## src/rtl/clock_set_pkg.sv

```systemverilog
// clock_set_pkg: shared state encoding, field codes, BCD limits and digit-increment helpers for clock_set_ctrl
package clock_set_pkg;
  typedef enum logic [2:0] {IDLE = 3'd0, T_HR, T_MIN, A_HR, A_MIN} state_t;
  localparam logic [1:0] FIELD_NONE = 2'd0;
  localparam logic [1:0] FIELD_HR = 2'd1;
  localparam logic [1:0] FIELD_MIN = 2'd2;
  localparam logic [1:0] HR_MAX1 = 2'd2;
  localparam logic [3:0] HR_MAX0 = 4'd3;
  localparam logic [3:0] MIN_MAX1 = 4'd5;
  localparam logic [3:0] DIG_MAX = 4'd9;
  function automatic logic [5:0] hr_inc(input logic [1:0] h1, input logic [3:0] h0);
    return (h1 > HR_MAX1 || (h1 == HR_MAX1 && h0 >= HR_MAX0) || h0 > DIG_MAX) ? 6'd0 :
           h0 == DIG_MAX ? {h1 + 2'd1, 4'd0} : {h1, h0 + 4'd1};
  endfunction
  function automatic logic [7:0] min_inc(input logic [3:0] m1, input logic [3:0] m0);
    return (m1 > MIN_MAX1 || m0 > DIG_MAX) ? 8'd0 :
           m0 == DIG_MAX ? {m1 == MIN_MAX1 ? 4'd0 : m1 + 4'd1, 4'd0} : {m1, m0 + 4'd1};
  endfunction
endpackage

```

## src/rtl/clock_set_ctrl_btn_edge_rpt.sv

```systemverilog
// btn_edge_rpt: rising-edge pulse for a synchronised button, optionally repeating every REPEAT_DLY cycles while held
module btn_edge_rpt #(
  parameter bit RPT_EN = 1'b0,
  parameter int REPEAT_DLY = 4
) (
  input  logic clk,
  input  logic reset,
  input  logic btn,
  output logic pulse
);
  localparam logic [7:0] LAST = 8'(REPEAT_DLY - 1);
  logic prev;
  logic rise;
  logic [7:0] cnt;
  always_comb begin
    rise = btn & ~prev;
    pulse = rise | (RPT_EN & btn & prev & (cnt == LAST));
  end
  always_ff @(posedge clk or negedge reset)
    if (!reset) begin
      prev <= 1'b0;
      cnt <= '0;
    end else begin
      prev <= btn;
      cnt <= (!btn || rise || cnt == LAST) ? 8'd0 : cnt + 8'd1;
    end
endmodule

```

## src/rtl/clock_set_ctrl.sv

```systemverilog
// clock_set_ctrl: button-driven time/alarm setting FSM for the clock core (auto-repeat increment under CLOCK_SET_AUTO_REPEAT_EN)
module clock_set_ctrl
  import clock_set_pkg::*;
#(
  parameter int TIMEOUT_CYC = 30,
  parameter int REPEAT_DLY = 4
) (
  input  logic       clk,
  input  logic       reset,
  input  logic       btn_mode,
  input  logic       btn_inc,
  input  logic       btn_cancel,
  input  logic [1:0] cur_H1,
  input  logic [3:0] cur_H0,
  input  logic [3:0] cur_M1,
  input  logic [3:0] cur_M0,
  output logic [1:0] H_in1,
  output logic [3:0] H_in0,
  output logic [3:0] M_in1,
  output logic [3:0] M_in0,
  output logic       LD_time,
  output logic       LD_alarm,
  output logic [1:0] edit_field,
  output logic       set_alarm,
  output logic       busy
);
`ifdef CLOCK_SET_AUTO_REPEAT_EN
  localparam bit AUTO_RPT = 1'b1;
`else
  localparam bit AUTO_RPT = 1'b0;
`endif
  localparam logic [7:0] TO_LAST = 8'(TIMEOUT_CYC - 1);
  state_t state, state_n;
  logic mode_e, inc_e, cancel_e;
  logic timeout, abort, adv, bump;
  logic [7:0] to_cnt;
  logic [1:0] sh_h1;
  logic [3:0] sh_h0, sh_m1, sh_m0;
  btn_edge_rpt #(.RPT_EN(1'b0), .REPEAT_DLY(REPEAT_DLY)) u_mode (.clk(clk), .reset(reset), .btn(btn_mode), .pulse(mode_e));
  btn_edge_rpt #(.RPT_EN(AUTO_RPT), .REPEAT_DLY(REPEAT_DLY)) u_inc (.clk(clk), .reset(reset), .btn(btn_inc), .pulse(inc_e));
  btn_edge_rpt #(.RPT_EN(1'b0), .REPEAT_DLY(REPEAT_DLY)) u_cancel (.clk(clk), .reset(reset), .btn(btn_cancel), .pulse(cancel_e));
  // timeout acts as a cancel; cancel beats mode, mode beats increment
  always_comb begin
    timeout = state != IDLE && to_cnt == TO_LAST;
    abort = cancel_e || timeout;
    adv = mode_e && !abort;
    bump = state != IDLE && inc_e && !mode_e && !abort;
  end
  always_ff @(posedge clk or negedge reset)
    if (!reset) state <= IDLE;
    else state <= state_n;
  always_comb
    state_n = abort ? IDLE : !adv ? state : state == A_MIN ? IDLE : state_t'(state + 3'd1);
  always_comb begin
    busy = state != IDLE;
    set_alarm = state == A_HR || state == A_MIN;
    edit_field = (state == T_HR || state == A_HR) ? FIELD_HR :
                 (state == T_MIN || state == A_MIN) ? FIELD_MIN : FIELD_NONE;
    LD_time = state == T_MIN && adv;
    LD_alarm = state == A_MIN && adv;
  end
  always_ff @(posedge clk or negedge reset)
    if (!reset) begin
      {H_in1, H_in0, M_in1, M_in0} <= '0;
      {sh_h1, sh_h0, sh_m1, sh_m0} <= '0;
      to_cnt <= '0;
    end else begin
      to_cnt <= (state == IDLE || state_n != state || mode_e || inc_e || cancel_e) ? 8'd0 : to_cnt + 8'd1;
      if (LD_alarm) {sh_h1, sh_h0, sh_m1, sh_m0} <= {H_in1, H_in0, M_in1, M_in0};
      if (state == IDLE && adv) {H_in1, H_in0, M_in1, M_in0} <= {cur_H1, cur_H0, cur_M1, cur_M0};
      else if (LD_time) {H_in1, H_in0, M_in1, M_in0} <= {sh_h1, sh_h0, sh_m1, sh_m0};
      else if (bump && edit_field == FIELD_HR) {H_in1, H_in0} <= hr_inc(H_in1, H_in0);
      else if (bump) {M_in1, M_in0} <= min_inc(M_in1, M_in0);
    end
endmodule

```

## config.mk

```make
export PLATFORM = sky130hd
export DESIGN_NAME = clock_set_ctrl
export DESIGN_NICKNAME = d
export VERILOG_FILES = /design/src/rtl/clock_set_pkg.sv /design/src/rtl/clock_set_ctrl_btn_edge_rpt.sv /design/src/rtl/clock_set_ctrl.sv
export SDC_FILE = /design/constraint.sdc
export NUM_CORES = 1
export LEC_CHECK = 0
export ABC_AREA = 1
export ABC_CLOCK_PERIOD_IN_PS = 2400
export CAP_MARGIN = 40
export CORE_MARGIN = 4
export CORE_UTILIZATION = 54
export CTS_CLUSTER_SIZE = 40
export DETAILED_ROUTE_END_ITERATION = 16
export PLACE_DENSITY = 0.8
export SLEW_MARGIN = 25
export SYNTH_ARGS = -nofsm -noshare
export SYNTH_HDL_FRONTEND = slang
export SYNTH_SLANG_ARGS = --single-unit
export TNS_END_PERCENT = 10
```

## constraint.sdc

```tcl
create_clock -name clk -period 2.4 [get_ports clk]
set_input_delay 0.24 -clock clk [delete_from_list [all_inputs] [get_ports clk]]
set_output_delay 0.24 -clock clk [all_outputs]
set_load 0.005 [all_outputs]
```

==> results.py, run 1 <==
metrics = {
    "cells_and_area": {
        "n_antenna_cell": 0,
        "final_nets": 429,
        "syn2layout_area_growth_pct": 22.9,
        "layout-drive-gt1-share_pct": 12.8,
        "stdcell_count": 459,
    },
    "timing": {
        "timing.final.crit_share_pct": 97.0,
        "max_freq_mhz": 430,
        "finalMaxSlewViolations": 0,
        "rsz0062_at_grt": "no",
        "clock_skew_ps": 4.89,
        "tightest_slew_ps": 572,
        "min_period_ps": 2330,
        "setup_ws_ps": 72.9,
        "fin_setup_tns_ps": 0,
        "setup_viol": 0,
        "slew_headroom_pct": 61.9,
        "hold_viol": 0,
    },
    "critical_path": {
        "path_max_fanout": 5,
        "required_ps": 2160,
        "arrival_ps": 2090,
        "setup.worst_path.start_class": "flop",
        "cp-end-kind": "output port",
        "reg2reg_to": "H_in0[2]",
        "r2r_slack_ps": 470,
        "criticalPathCategory": "flop to output port",
        "rr_worst_depth": 10,
        "timing.rr.start": "state[0]",
    },
    "global_routing": {
        "grt_max_degree": 29,
        "grt_pass1_vias": 2302,
        "grt_antenna_before_repair": 0,
        "grt_use_total_pct": 21.6,
        "grt-ovfl-total": 0,
        "grt_pass1_wl_um": 10500,
    },
    "cts": {
        "cts_max_level": 2,
        "clock_path_buffers": 2,
        "worstSkewPairLatency_ps": 290,
        "clkSlewWorstSetupHoldPaths_ps": 80,
        "cts_sinks": 42,
        "cts_tree": "yes",
        "clockRootBuffer": "clkbuf_8",
        "cts_buffers": 5,
    },
    "logic_synthesis": {
        "yosysUniqueCellTypes": 29,
        "ys_ff_latch": 42,
        "syn-cell-area_sq_um": 2600,
        "syn_inst": 356,
        "avgSynthCellArea_sq_um": 7.31,
        "yosys.area.top_type": "dfrtp_1",
        "synth.yosys.seq_area_share_pct": 40.4,
        "ys_top_cells_by_count": "nand2_1 (100), dfrtp_1 (42), nand3_1 (42), nor2_1 (41), inv_1 (39)",
        "yosysTopAreaCellShare_pct": 40.4,
        "ys_top_cells_by_area": "dfrtp_1 (40%), nand2_1 (14%), nand3_1 (8.1%)",
        "yosysMostFrequentCell": "nand2_1",
        "synth_nets": 381,
        "async_flop_share_pct": 100,
        "synth-edff-count": 0,
        "yosysWarnings": 0,
        "ys.flop_type": "dfrtp_1",
    },
    "drt": {
        "dr.first_iter.drc_count": 194,
        "viasPerCell": 5.36,
        "postRouteAntennaNets": 0,
        "drt-total-wl_um": 6260,
        "first_pass_iters": 5,
        "drc_errors": 0,
        "routedWlPerCell_um": 13.6,
        "num_vias": 2459,
    },
    "placed_design": {
        "place_inst": 449,
        "pre_cts_ws_ps": 186,
        "io_buffers": 38,
        "hpwl_um": 4600,
        "globalplace.congestion": 0.949,
    },
    "die": {
        "ios": 39,
        "core_area_sq_um": 4690,
        "num_rows": 25,
        "dieArea_sq_um": 6000,
        "die_h_um": 77.4,
        "die-width_um": 77.4,
        "start_util_pct": 55.5,
    },
    "power_and_ir_drop": {
        "leakage_nw": 1.59,
        "ir_worst_vdd_mv": 0.411,
        "power_density_nw_per_um2": 808,
        "power_mw": 2.58,
    },
    "outcome": {
        "status": "finished clean",
    },
    "run": {
        "drv_cap": 0,
    },
    "hold_path": {
        "worstHoldPathType": "input port to async pin",
    },
}
[flip-flops by register name (all words and copies together), names as in the netlist]
| signal | flops |
|---|---|
| to_cnt | 8 |
| H_in0 | 4 |
| M_in0 | 4 |
| M_in1 | 4 |
| sh_h0 | 4 |
| sh_m0 | 4 |
| sh_m1 | 4 |
| state | 3 |
| H_in1 | 2 |
| sh_h1 | 2 |
| u_cancel.prev | 1 |
| u_inc.prev | 1 |
| u_mode.prev | 1 |
[kinds of logic after synthesis]
kind of cell,Yosys count,synth area share [%]
and+or+nand+nor,223,38.9
buffers and inverters,49,8.26
DFF,42,40.4
AOI/OAI and AO/OA,30,7.54
xor gates and xnor gates,6,2.02
adders and majority gates,6,2.88
[routing by layer]
metal,up-vias,track usage [%],wire [um]
met1,1126,28.5,2770
li1,1237,-,-
met3,15,2.78,339
met4,0,9.25,162
met2,81,35.5,2990
met5,-,0,0
[metrics by stage]
stage	util [%]	hold WS, ps	cell area (sq um)
final	68.2	384	3200
after CTS	67.8	397	3180
after global placement	64.7	436	3040
after floorplan	-	-55.6	2600
after detailed placement	65.2	176	3060
after global routing	68.2	418	3200
[worst max-delay path, cell delays in order, from the launching register on]
cell	delay (ps)
dfrtp_1	420
inv_2	130
ha_4	170
nand2_4	70
nand2_4	80
inv_2	40
nand2_4	100
nand3_4	110
nor2_4	150
clkdlybuf4s50_1	510
[timing repair]
item / CTS / global route
pin swaps: 1 / 1
hold buffers: 1 / 0
setup endpoints to repair: 3 / 3
resized for setup: 5 / 3
endpoints found under the hold margin: 14 / 0
setup buffers: 0 / 1
[power breakdown]
part	switching, mW	internal [mW]
clock	0.244	0.232
sequential	0.190	0.850
combinational	0.576	0.492
[cells in the final DEF, fill, tap and decap left out, drive strengths merged]
cell | synthesis | layout
ha | 6 | 6
clkinv | 0 | 1
dlygate4sd3 | 0 | 1
o2111ai | 1 | 1
nor3 | 11 | 11
nand3b | 1 | 1
clkdlybuf4s50 | 0 | 37
or2 | 9 | 9
xor2 | 5 | 5
buf | 5 | 9
xnor2 | 1 | 1
nand4 | 8 | 8
dfrtp | 42 | 42
nor4 | 1 | 1
nand3 | 43 | 43
inv | 43 | 43
nor2 | 45 | 45
nand2 | 105 | 105
clkbuf | 1 | 7
o21ai | 22 | 22
o31ai | 1 | 1
a21oi | 6 | 6
[layout make-up]
type | count | area, sq um
Clock buffer | 7 | 86.3
Clock inverter | 1 | 5.00
Fill cell | 396 | 1490
Inverter | 43 | 161
Multi-Input combinational cell | 265 | 1370
Sequential cell | 42 | 1050
Tap cell | 54 | 67.6
Timing Repair Buffer | 47 | 458
[worst max-delay path by stage]
stage,start,endpoint,slack (ps),cells after the start
after floorplan,state[0],sh_m0[2],640,12
after global placement,state[0],LD_time,260,9
after detailed placement,state[0],LD_time,190,9
after CTS,state[1],LD_time,4,9
after global routing,state[0],edit_field[1],3,7
final,state[0],LD_time,70,9
No activity file was read; power rests on OpenSTA's default activity.
==> inputs of run 2 (changes only) <==
SETUP_SLACK_MARGIN = 0.15   (was unset)
==> results.py, run 2 (same netlist as run 1, synthesis figures left out) <==
metrics = {
    "outcome": {
        "status": "finished clean",
    },
    "cts": {
        "clockRootBuffer": "clkbuf_8",
        "cts_sinks": 42,
        "cts_max_level": 2,
        "clock_path_buffers": 2,
        "cts_buffers": 5,
        "cts_tree": "yes",
        "worstSkewPairLatency_ps": 290,
        "clkSlewWorstSetupHoldPaths_ps": 80,
    },
    "critical_path": {
        "path_max_fanout": 5,
        "r2r_slack_ps": 350,
        "setup.worst_path.start_class": "flop",
        "cp-end-kind": "output port",
        "criticalPathCategory": "flop to output port",
        "arrival_ps": 1990,
        "required_ps": 2160,
    },
    "cells_and_area": {
        "stdcell_count": 465,
        "most-common-layout-cells": "nand2_1 (100), dfrtp_1 (42), nand3_1 (42), nor2_1 (40), inv_1 (37)",
        "layout-drive-gt1-share_pct": 14.1,
        "max_flop_register": "to_cnt",
        "final_common_cell": "nand2_1",
        "multiInputGateArea_sq_um": 1370,
        "regArea_sq_um": 1050,
        "largest_reg_flops": 8,
        "syn2layout_area_growth_pct": 24.7,
        "n_antenna_cell": 0,
        "fill_cells": 379,
        "final_nets": 435,
    },
    "placed_design": {
        "place_inst": 449,
        "io_buffers": 38,
        "hpwl_um": 4600,
        "globalplace.congestion": 0.949,
    },
    "die": {
        "die-width_um": 77.4,
        "core_area_sq_um": 4690,
        "dieArea_sq_um": 6000,
        "ios": 39,
        "num_rows": 25,
        "start_util_pct": 55.5,
        "die_h_um": 77.4,
    },
    "global_routing": {
        "grt-ovfl-total": 0,
        "grt_pass1_wl_um": 10600,
        "grt_use_total_pct": 22.0,
        "grt_pass1_vias": 2322,
        "grt_antenna_before_repair": 0,
        "grt_max_degree": 29,
    },
    "timing": {
        "tightest_slew_ps": 565,
        "min_period_ps": 2230,
        "slew_headroom_pct": 62.3,
        "hold_viol": 0,
        "finalMaxSlewViolations": 0,
        "setup_viol": 0,
        "rsz0062_at_grt": "yes",
        "clock_skew_ps": 3.79,
        "max_freq_mhz": 449,
        "timing.final.crit_share_pct": 92.7,
        "fin_setup_tns_ps": 0,
    },
    "drt": {
        "drc_errors": 0,
        "postRouteAntennaNets": 0,
        "dr.first_iter.drc_count": 215,
        "viasPerCell": 5.43,
        "routedWlPerCell_um": 13.9,
        "drt-total-wl_um": 6470,
        "first_pass_iters": 5,
        "num_vias": 2524,
    },
    "run": {
        "drv_cap": 0,
    },
    "power_and_ir_drop": {
        "ir_worst_vdd_mv": 0.418,
        "leakage_nw": 1.64,
        "power_density_nw_per_um2": 802,
    },
    "hold_path": {
        "worstHoldPathType": "input port to async pin",
    },
}
==> run 2: cell count changes in the layout (fill, tap and decap cells not counted), sizes merged <==
cell           before  now
buf                 9   15
clkdlybuf4s50      37   35
dlygate4sd2         0    1
dlymetal6s2s        0    1
==> run 2: final timing paths <==
kind                       cells past startpoint       endpoint  startpoint
min reg2reg                                    2       sh_h0[0]    sh_h0[0]
min in group clk                               1     u_inc.prev     btn_inc
max in group asynchronous                      3       sh_m1[2]       reset
min                                            2       H_in0[3]       reset
max reg2reg                                   12       sh_m1[2]   to_cnt[1]
max                                            7  edit_field[1]    state[0]
==> run 2: power breakdown <==
group          leakage, nW  switching (mW)  internal (mW)
registers            0.551           0.188          0.850
clock network       0.0482           0.248          0.233
logic                 1.04           0.581          0.502
==> run 2: metal layers <==
metal,GRT usage [%],vias to the layer above,share of wire [%]
met1,29.0,1166,44
met4,10.1,0,2.5
met5,0,-,0
li1,-,1251,-
met2,35.9,91,48
met3,2.78,16,5.7
==> run 2: final cells by class <==
class / instances / share of cell area (%)
Multi-Input combinational cell: 265 / 42.2
Sequential cell: 42 / 32.4
Timing Repair Buffer: 53 / 15.5
Inverter: 43 / 4.97
Clock buffer: 7 / 2.66
Tap cell: 54 / 2.08
Clock inverter: 1 / 0.154
==> run 2: repair_timing <==
item	4_1_cts	5_1_grt
endpoints found under the hold margin	14	0
pin swaps	1	1
resized for setup	9	2
buffers inserted	3	4
hold buffers	1	0
endpoints found under the setup margin	3	2
==> run 2: worst max-delay path, stage by stage, from the launching register on <==
cell and delay (ps):
dfrtp_1 400, inv_2 120, ha_1 170, inv_1 60, nor2_4 160, inv_1 120
o21ai_1 150, clkdlybuf4s50_1 520
==> run 2: metrics by stage <==
stage / hold slack [ps] / area [sq um] / setup slack [ps] / total power [mW] / util (%)
6_report: 384 / 3250 / 174 / 2.60 / 69.2
5_1_grt: 422 / 3250 / 66.3 / 2.80 / 69.2
4_1_cts: 397 / 3210 / 140 / 2.59 / 68.5
3_5_place_dp: 176 / 3060 / 186 / 2.09 / 65.2
3_3_place_gp: 436 / 3040 / 264 / 2.06 / 64.7
2_1_floorplan: -55.6 / 2600 / 643 / 1.65 / -
==> inputs of run 3 (changes only) <==
CELL_PAD_IN_SITES_DETAIL_PLACEMENT = 1   (was unset)
CELL_PAD_IN_SITES_GLOBAL_PLACEMENT = 2   (was unset)
CORE_MARGIN = unset   (was 4)
CORE_UTILIZATION = 31   (was 54)
PLACE_DENSITY = unset   (was 0.8)
PLACE_DENSITY_LB_ADDON = 0.1   (was unset)
==> results.py, run 3 (same netlist as run 1, synthesis figures left out) <==
metrics = {
    "outcome": {
        "status": "finished clean",
    },
    "timing": {
        "rsz0062_at_grt": "yes",
        "setup_viol": 0,
        "tightest_slew_ps": 554,
        "slew_headroom_pct": 63.1,
        "finalMaxSlewViolations": 0,
        "fin_setup_tns_ps": 0,
        "hold_viol": 0,
        "hold_ws_ps": 400,
        "min_period_ps": 2250,
        "setup_ws_ps": 147,
        "clock_skew_ps": 7.15,
        "timing.final.crit_share_pct": 93.9,
        "max_freq_mhz": 444,
    },
    "global_routing": {
        "grt.met1_usage_pct": 26.1,
        "grt-ovfl-total": 0,
        "grt_pass1_vias": 2509,
        "grt_use_total_pct": 19.3,
        "grt_antenna_before_repair": 0,
        "busiest_layer": "met2",
        "grt_max_degree": 25,
        "met2_usage_pct": 32.4,
        "grt_pass1_wl_um": 12900,
        "grt_use_met3_pct": 2.76,
    },
    "cts": {
        "clkSlewWorstSetupHoldPaths_ps": 80,
        "cts_buffers": 5,
        "clock_path_buffers": 2,
        "cts_max_level": 2,
        "cts_sinks": 42,
        "worstSkewPairLatency_ps": 300,
        "cts_tree": "yes",
        "clockRootBuffer": "clkbuf_8",
    },
    "cells_and_area": {
        "final_util_pct": 40.1,
        "syn2layout_area_growth_pct": 26.0,
        "fill_cells": 1033,
        "layout-drive-gt1-share_pct": 13.7,
        "final_common_cell": "nand2_1",
        "multiInputGateArea_sq_um": 1370,
        "regArea_sq_um": 1050,
        "max_flop_register": "to_cnt",
        "n_antenna_cell": 0,
        "largest_reg_flops": 8,
        "most-common-layout-cells": "nand2_1 (100), dfrtp_1 (42), nand3_1 (42), nor2_1 (40), inv_1 (37)",
        "final_nets": 433,
    },
    "drt": {
        "viasPerCell": 4.82,
        "routedWlPerCell_um": 15.0,
        "drc_errors": 0,
        "postRouteAntennaNets": 0,
        "dr.first_iter.drc_count": 74,
        "first_pass_iters": 4,
        "num_vias": 2477,
        "drt-total-wl_um": 7690,
    },
    "critical_path": {
        "slowest_delay_ps": 540,
        "r2r_slack_ps": 460,
        "arrival_ps": 2010,
        "crit_chain": "inv_2, ha_1, inv_1, nor2_4, inv_1, o21ai_0, clkdlybuf4s50_1",
        "crit_top_cell": "inv_1",
        "cp-end-kind": "output port",
        "slowest_stage": "clkdlybuf4s50_1",
        "timing.rr.start": "to_cnt[1]",
        "setup.worst_path.start_class": "flop",
        "path_max_fanout": 5,
        "criticalPathCategory": "flop to output port",
        "crit_start": "state[0]",
        "required_ps": 2160,
    },
    "power_and_ir_drop": {
        "power_density_nw_per_um2": 801,
        "leakage_nw": 1.63,
        "ir_worst_vdd_mv": 0.277,
    },
    "placed_design": {
        "hpwl_um": 5670,
        "io_buffers": 38,
        "globalplace.congestion": 0.766,
        "pre_cts_ws_ps": 143,
    },
    "die": {
        "start_util_pct": 31.8,
        "die-width_um": 93.6,
        "core_area_sq_um": 8180,
        "ios": 39,
        "die_h_um": 93.6,
        "num_rows": 33,
        "dieArea_sq_um": 8770,
    },
    "hold_path": {
        "worstHoldPathType": "input port to flop",
        "min_from": "btn_cancel",
    },
    "run": {
        "drv_cap": 0,
    },
}
[run 3: cell count changes in the layout (fill, tap and decap cells not counted)]
cell     before  now
buf_12        1    0
buf_4        13   12
o21ai_0      11   12
o21ai_1       5    4
[run 3: layer usage]
metal  share of wire (%)  vias to the layer above
met1                  49                     1199
met2                  48                       30
met5                   0                        -
li1                    -                     1243
met3                 2.3                        5
met4                0.95                        0
[run 3: power breakdown]
part,leakage (nW),switching [mW],total (mW),internal (mW)
Sequential,0.551,0.197,1.05,0.850
Combinational,1.03,0.592,1.09,0.499
Clock,0.0482,0.259,0.492,0.233
Total,1.63,1.05,2.63,1.58
[run 3: worst max-delay path, delay by kind of cell (launching register included)]
family | cells | cell delay (ps)
DFF | 1 | 400
buffers and inverters | 4 | 820
AOI/OAI and AO/OA | 1 | 190
and+or+nand+nor | 1 | 140
adders and majority gates | 1 | 160
[run 3: path summary, 6_finish.rpt]
| path | cells after the start | to |
|---|---|---|
| worst max-delay path | 7 | edit_field[1] |
| worst min-delay path | 1 | u_cancel.prev |
| worst max register to register | 11 | sh_h0[2] |
| worst min register to register | 2 | sh_h0[0] |
| max in group asynchronous | 3 | to_cnt[6] |
| min in group asynchronous | 2 | u_inc.prev |
[run 3: final cells by class]
class / count / share of cell area (%)
clock inverter: 1 / 0.152
timing repair buffer: 51 / 14.5
inverter: 43 / 4.92
tap: 105 / 4.00
clock buffer: 7 / 2.63
sequential: 42 / 32.0
multi-input combinational: 265 / 41.7
[run 3: stage by stage]
| stage | area, sq um | total power, mW | std cells |
|---|---|---|---|
| global route | 3280 | 2.87 | 514 |
| CTS | 3270 | 2.68 | 513 |
| floorplan | 2600 | 1.65 | 356 |
| detailed placement | 3120 | 2.15 | 502 |
| global placement | 3120 | 2.14 | 502 |
| finish | 3280 | 2.63 | 514 |
[run 3: repair_timing]
item	4_1_cts	5_1_grt
endpoints found under the hold margin	18	0
hold buffers	1	0
endpoints found under the setup margin	3	2
resized for setup	8	2
buffers inserted	2	1
pin swaps	1	0
==> patch 1 (config.mk and constraints of run 1) <==
Put a register stage on the output `H_in1`, with the module's reset. The value now appears one clock later. The other outputs are not delayed to match.
--- a/src/rtl/clock_set_ctrl.sv
+++ b/src/rtl/clock_set_ctrl.sv
@@ -30,6 +30,8 @@
   localparam bit AUTO_RPT = 1'b0;
 `endif
   localparam logic [7:0] TO_LAST = 8'(TIMEOUT_CYC - 1);
+
+  logic [1:0] H_in1_d;
   state_t state, state_n;
   logic mode_e, inc_e, cancel_e;
   logic timeout, abort, adv, bump;
@@ -61,16 +63,24 @@
   end
   always_ff @(posedge clk or negedge reset)
     if (!reset) begin
-      {H_in1, H_in0, M_in1, M_in0} <= '0;
+      {H_in1_d, H_in0, M_in1, M_in0} <= '0;
       {sh_h1, sh_h0, sh_m1, sh_m0} <= '0;
       to_cnt <= '0;
     end else begin
       to_cnt <= (state == IDLE || state_n != state || mode_e || inc_e || cancel_e) ? 8'd0 : to_cnt + 8'd1;
-      if (LD_alarm) {sh_h1, sh_h0, sh_m1, sh_m0} <= {H_in1, H_in0, M_in1, M_in0};
-      if (state == IDLE && adv) {H_in1, H_in0, M_in1, M_in0} <= {cur_H1, cur_H0, cur_M1, cur_M0};
-      else if (LD_time) {H_in1, H_in0, M_in1, M_in0} <= {sh_h1, sh_h0, sh_m1, sh_m0};
-      else if (bump && edit_field == FIELD_HR) {H_in1, H_in0} <= hr_inc(H_in1, H_in0);
+      if (LD_alarm) {sh_h1, sh_h0, sh_m1, sh_m0} <= {H_in1_d, H_in0, M_in1, M_in0};
+      if (state == IDLE && adv) {H_in1_d, H_in0, M_in1, M_in0} <= {cur_H1, cur_H0, cur_M1, cur_M0};
+      else if (LD_time) {H_in1_d, H_in0, M_in1, M_in0} <= {sh_h1, sh_h0, sh_m1, sh_m0};
+      else if (bump && edit_field == FIELD_HR) {H_in1_d, H_in0} <= hr_inc(H_in1_d, H_in0);
       else if (bump) {M_in1, M_in0} <= min_inc(M_in1, M_in0);
     end
+  always_ff @(posedge clk or negedge reset) begin
+    if (!reset) begin
+      H_in1 <= '0;
+    end else begin
+      H_in1 <= H_in1_d;
+    end
+  end
+
 endmodule
 
Formal check against the unedited RTL: not equivalent (a bounded check fails within 4 cycles, from zero or initial values and one cycle with reset low).
==> patch 1 against run 1 <==
- first-iteration DRC count shrank 26%
- routed wire length grew 0.85%
- total power grew 1.0%
- critical path type unchanged
- largest cell class unchanged
- cell count grew 2.2%
- clock power grew 4.6%
- synthesized area grew 4.8%
- sequential cell count grew 2
- setup slack lost 27 ps
- fmax shrank 1.1%
- core utilization grew 0.77 points
- design area grew 3.8%
==> patch 1: results (changes against run 1) <==
[status]
outcome=completed

[worst_setup_path]
rr_startpoint=state[0]$_DFF_PN0_
rr_worst_depth=10  ; unchanged
r2r_end=M_in0[0]$_DFFE_PN0P_
r2r_slack_ps=350  ; -120 ps
path_max_fanout=5  ; unchanged
critPathArrivalTime_ps=2110  ; +20 ps

[synthesis]
synth_xor_area_frac=0.0193  ; -0.000925
yosys_warnings=0  ; unchanged
synthAdderAreaFrac=0.0275  ; -0.00132
ys_seq_area_frac=0.403  ; about the same
muxShareOfSynthArea=0  ; unchanged
synth_cell_type_count=35  ; +21%
async_flop_share=1.00  ; unchanged
synthTopCellsByCount=nand2_1 (107), dfrtp_1 (44), inv_1 (38)
yosysTopAreaCell=dfrtp_1
synth_nets=379  ; -0.52%
synth_compound_area_frac=0.0853  ; +0.00984
ys_top_cells_by_area=dfrtp_1 (40%), nand2_1 (15%), nand3_1 (6.6%), inv_1 (5.2%), nor2_1 (4.4%)

[hold_path]
hold_end=u_inc.prev$_DFF_PN0_
hold_class=in -> reg
min-delay-start=btn_inc

[route]
drc=0  ; unchanged
wire_per_inst_um=13.5  ; -1.3%
drt_iter0_markers=144  ; -26%
dr.pass1.iters=4  ; -1
via_per_inst=5.34  ; -0.26%

[clock_tree]
htree_levels=2  ; unchanged
cts.path.max_buffers=2  ; unchanged
clk_latency_ps=290  ; about the same
cts_inserted_buffers=5  ; unchanged
cts_root_buf=clkbuf_8
cts.clk_slew.worst_paths_ps=80  ; about the same

[pwr]
p_leak_uw=0.00159  ; about the same
max-vdd-ir-drop_v=0.000526  ; +28%

[cells_and_area]
largest_reg_flops=8  ; unchanged
syn2layout_area_growth_pct=21.7
diodes=0  ; unchanged
nNetsFinal=427  ; -0.47%
fillers=395  ; -0.25%
drive_above_1_share=0.147  ; +0.0184

[placement]
post-dp-hpwl_um=4570  ; -0.59%
gp_congestion=0.877  ; -7.6%
port_buffers=38  ; unchanged
placed_area_um2=3170  ; +3.6%

[sta]
finClkSkew_ps=7.62  ; +2.74 ps
tightest_slew_ps=639  ; +67.5 ps

[grt]
grt_max_degree=29  ; unchanged
track_usage=0.222  ; +0.00616
grt_pass1_wl_um=11100  ; +5.7%
overflow=0  ; unchanged
grt_antenna_before_repair=0  ; unchanged
grt_pass1_vias=2516  ; +9.3%

[patch 1: critical path, cell delays in order, from the launching register on]
cell and delay (ps):
dfrtp_1 410, inv_2 130, ha_1 160, inv_1 60
nor2_4 150, inv_1 140, o21ai_0 230, clkdlybuf4s50_1 540
[patch 1: how the worst max path moves through the flow]
stage | from | end | slack, ps | cells after the start
2_1_floorplan | state[0]$_DFF_PN0_ | sh_h0[0]$_DFFE_PN0P_ | 660 | 12
3_3_place_gp | btn_mode | LD_alarm | 250 | 6
3_5_place_dp | state[0]$_DFF_PN0_ | LD_alarm | 200 | 9
4_1_cts | state[0]$_DFF_PN0_ | LD_alarm | 2 | 9
5_1_grt | state[1]$_DFF_PN0_ | LD_alarm | -30 | 9
6_report | state[0]$_DFF_PN0_ | edit_field[1] | 50 | 7
[patch 1: logic make-up after synthesis]
family          count (synthesis)
compound gates                 34
xor+xnor                        6
fa+ha+maj                       6
buf+inv                        49
flops                          44
simple gates                  215
[patch 1: final cells by class]
class / instances / share of cell area
tap: 67 / 0.0252
sequential: 44 / 0.331
multi-input combinational: 261 / 0.430
clock buffer: 7 / 0.0290
timing repair buffer: 48 / 0.136
inverter: 42 / 0.0482
[patch 1: metal layers]
layer / vias to the layer above / GRT usage / wire length [um]
met5: - / 0 / 0
met3: 12 / 0.0454 / 384
met2: 83 / 0.358 / 2990
met4: 0 / 0.101 / 111
met1: 1173 / 0.286 / 2830
li1: 1238 / - / -
[patch 1: where the power goes]
| part | internal [uW] | total [uW] | switching [uW] | leakage, uW |
|---|---|---|---|---|
| sequential | 891 | 1070 | 178 | 0.000571 |
| combinational | 478 | 1040 | 565 | 0.000965 |
| clock | 257 | 498 | 242 | 0.0000503 |
| total | 1630 | 2610 | 985 | 0.00159 |
[patch 1: per-stage QoR]
stage / TNS, ps / total power [uW] / instances / hold slack (ps) / setup WS [ps]
after floorplan: 0 / 1670 / 354 / -55.6 / 658
after global placement: 0 / 2060 / 457 / 307 / 250
after detailed placement: 0 / 2080 / 457 / 300 / 205
after CTS: 0 / 2600 / 468 / 407 / 2.31
after global routing: -56.5 / 2840 / 469 / 406 / -31.4
final: 0 / 2610 / 469 / 410 / 45.9
[patch 1: timing repair]
item	in CTS	in global routing
setup endpoints to repair	3	3
pin swaps	1	0
hold buffers	1	0
endpoints found under the hold margin	26	0
resized for setup	1	4
gates cloned	0	0
setup buffers	3	1
==> patch 2 (flow settings as in run 1) <==
Without the edit above. Change the localparam `AUTO_RPT` from 1'b0 to 1'b1.
--- a/src/rtl/clock_set_ctrl.sv
+++ b/src/rtl/clock_set_ctrl.sv
@@ -27,7 +27,7 @@
 `ifdef CLOCK_SET_AUTO_REPEAT_EN
   localparam bit AUTO_RPT = 1'b1;
 `else
-  localparam bit AUTO_RPT = 1'b0;
+  localparam bit AUTO_RPT = 1'b1;
 `endif
   localparam logic [7:0] TO_LAST = 8'(TIMEOUT_CYC - 1);
   state_t state, state_n;
Check against the original RTL: not equivalent (Yosys sat finds a counterexample within 10 cycles, from zero or initial values and one cycle with reset low).
==> patch 2 against run 1 <==
- routed wire length up 15%
- sequential cell count up 8
- count of clock-buffer cells in the layout unchanged
- worst hold slack better by 27 ps
- critical endpoint is now LD_alarm
- setup slack better by 7.8 ps
- first-iteration DRC count up 6.2%
- design area up 15%
- total power up 16%
- synthesized area up 17%
- die area up 15%
- via count up 14%
==> patch 2: results (changes against run 1) <==
[pwr]
max-vdd-ir-drop_v=0.000543  ; +32%
switchingPower_uw=1130  ; +12%
pg_comb_uw=1190  ; +11%
power_clock_uw=548  ; +15%
p_leak_uw=0.00181  ; +14%

[route]
wl_met2_um=3420  ; +14%
num_vias=2793  ; +14%
wl_met1_um=3290  ; +19%
wl_um=7210  ; +15%
dr.pass1.iters=4  ; -1
top_layer=met4
drt_iter0_markers=206  ; +6.2%

[sta]
finClkSkew_ps=9.20  ; +4.31 ps
relSlewSlack=0.629  ; +0.00996
fin_crit_sh=0.966  ; -0.00326

[clock_tree]
cts_setup_buffers=3  ; +3
cts.sinks=50  ; +19%

[synthesis]
synthTopCellsByCount=nand2_1 (107), inv_1 (55), dfrtp_1 (50)
synth_cell_type_count=34  ; +17%
synth_compound_area_frac=0.0589  ; -0.0166
ys_top_cells_by_area=dfrtp_1 (41%), nand2_1 (13%), nand3_1 (7.9%), inv_1 (6.8%), nor2_1 (5.9%)
muxShareOfSynthArea=0  ; unchanged
synthFlopType=dfrtp_1
ys_seq_area_frac=0.412  ; +0.00804
synth_xor_area_frac=0.0202  ; about the same
synth_nets=438  ; +15%
synthAdderAreaFrac=0.0288  ; about the same
syn_area_per_cell_um2=7.38  ; +0.86%

[cells_and_area]
drive_above_1_share=0.116  ; -0.0123
nNetsFinal=490  ; +14%
finish.cell_count_without_fillers=537  ; +17%

[hold_path]
hold_class=in -> reg

[worst_setup_path]
r2r_end=M_in1[1]$_DFFE_PN0P_
r2r_slack_ps=240  ; -230 ps
worstSetupEndpoint=LD_alarm
cp-start-kind=flop
rr_worst_depth=11  ; +1
startpoint=state[0]$_DFF_PN0_
max_stage_delay_ps=490  ; -20 ps
path_max_fanout=9  ; +4

[placement]
gp_congestion=0.868  ; -8.6%
dp.cells=522  ; +16%
post-dp-hpwl_um=5210  ; +13%
dp_slack_ps=183  ; -2.85 ps

[grt]
use_met1=0.281  ; -0.00402
use_met2=0.373  ; +0.0183
use_met3=0.0397  ; +0.0118
track_usage=0.218  ; +0.00249

[status]
outcome=completed

patch 2: changes by cell type after synthesis, sizes merged, moves of 2 or more:
cell,delta
inv,+15
nand2,+9
nand3,+9
dfrtp,+8
nor2,+8
nor3,-4
a21oi,+2
nand4,+2
nor3b,+2
or2,+2
patch 2: per-stage QoR:
stage | total power, uW | cell area [um2] | hold WS, ps
2_1_floorplan | 1950 | 3040 | -55.6
3_3_place_gp | 2380 | 3500 | 257
3_5_place_dp | 2410 | 3500 | 266
4_1_cts | 2990 | 3650 | 402
5_1_grt | 3240 | 3670 | 412
6_report | 2990 | 3670 | 411
patch 2: layout make-up:
cell class	instances	area [um2]	area share
Multi-Input combinational cell	296	1520	0.413
Tap cell	72	90.1	0.0245
Sequential cell	50	1250	0.341
Timing Repair Buffer	52	485	0.132
Inverter	59	224	0.0609
Clock inverter	1	8.76	0.00238
Clock buffer	7	96.3	0.0262
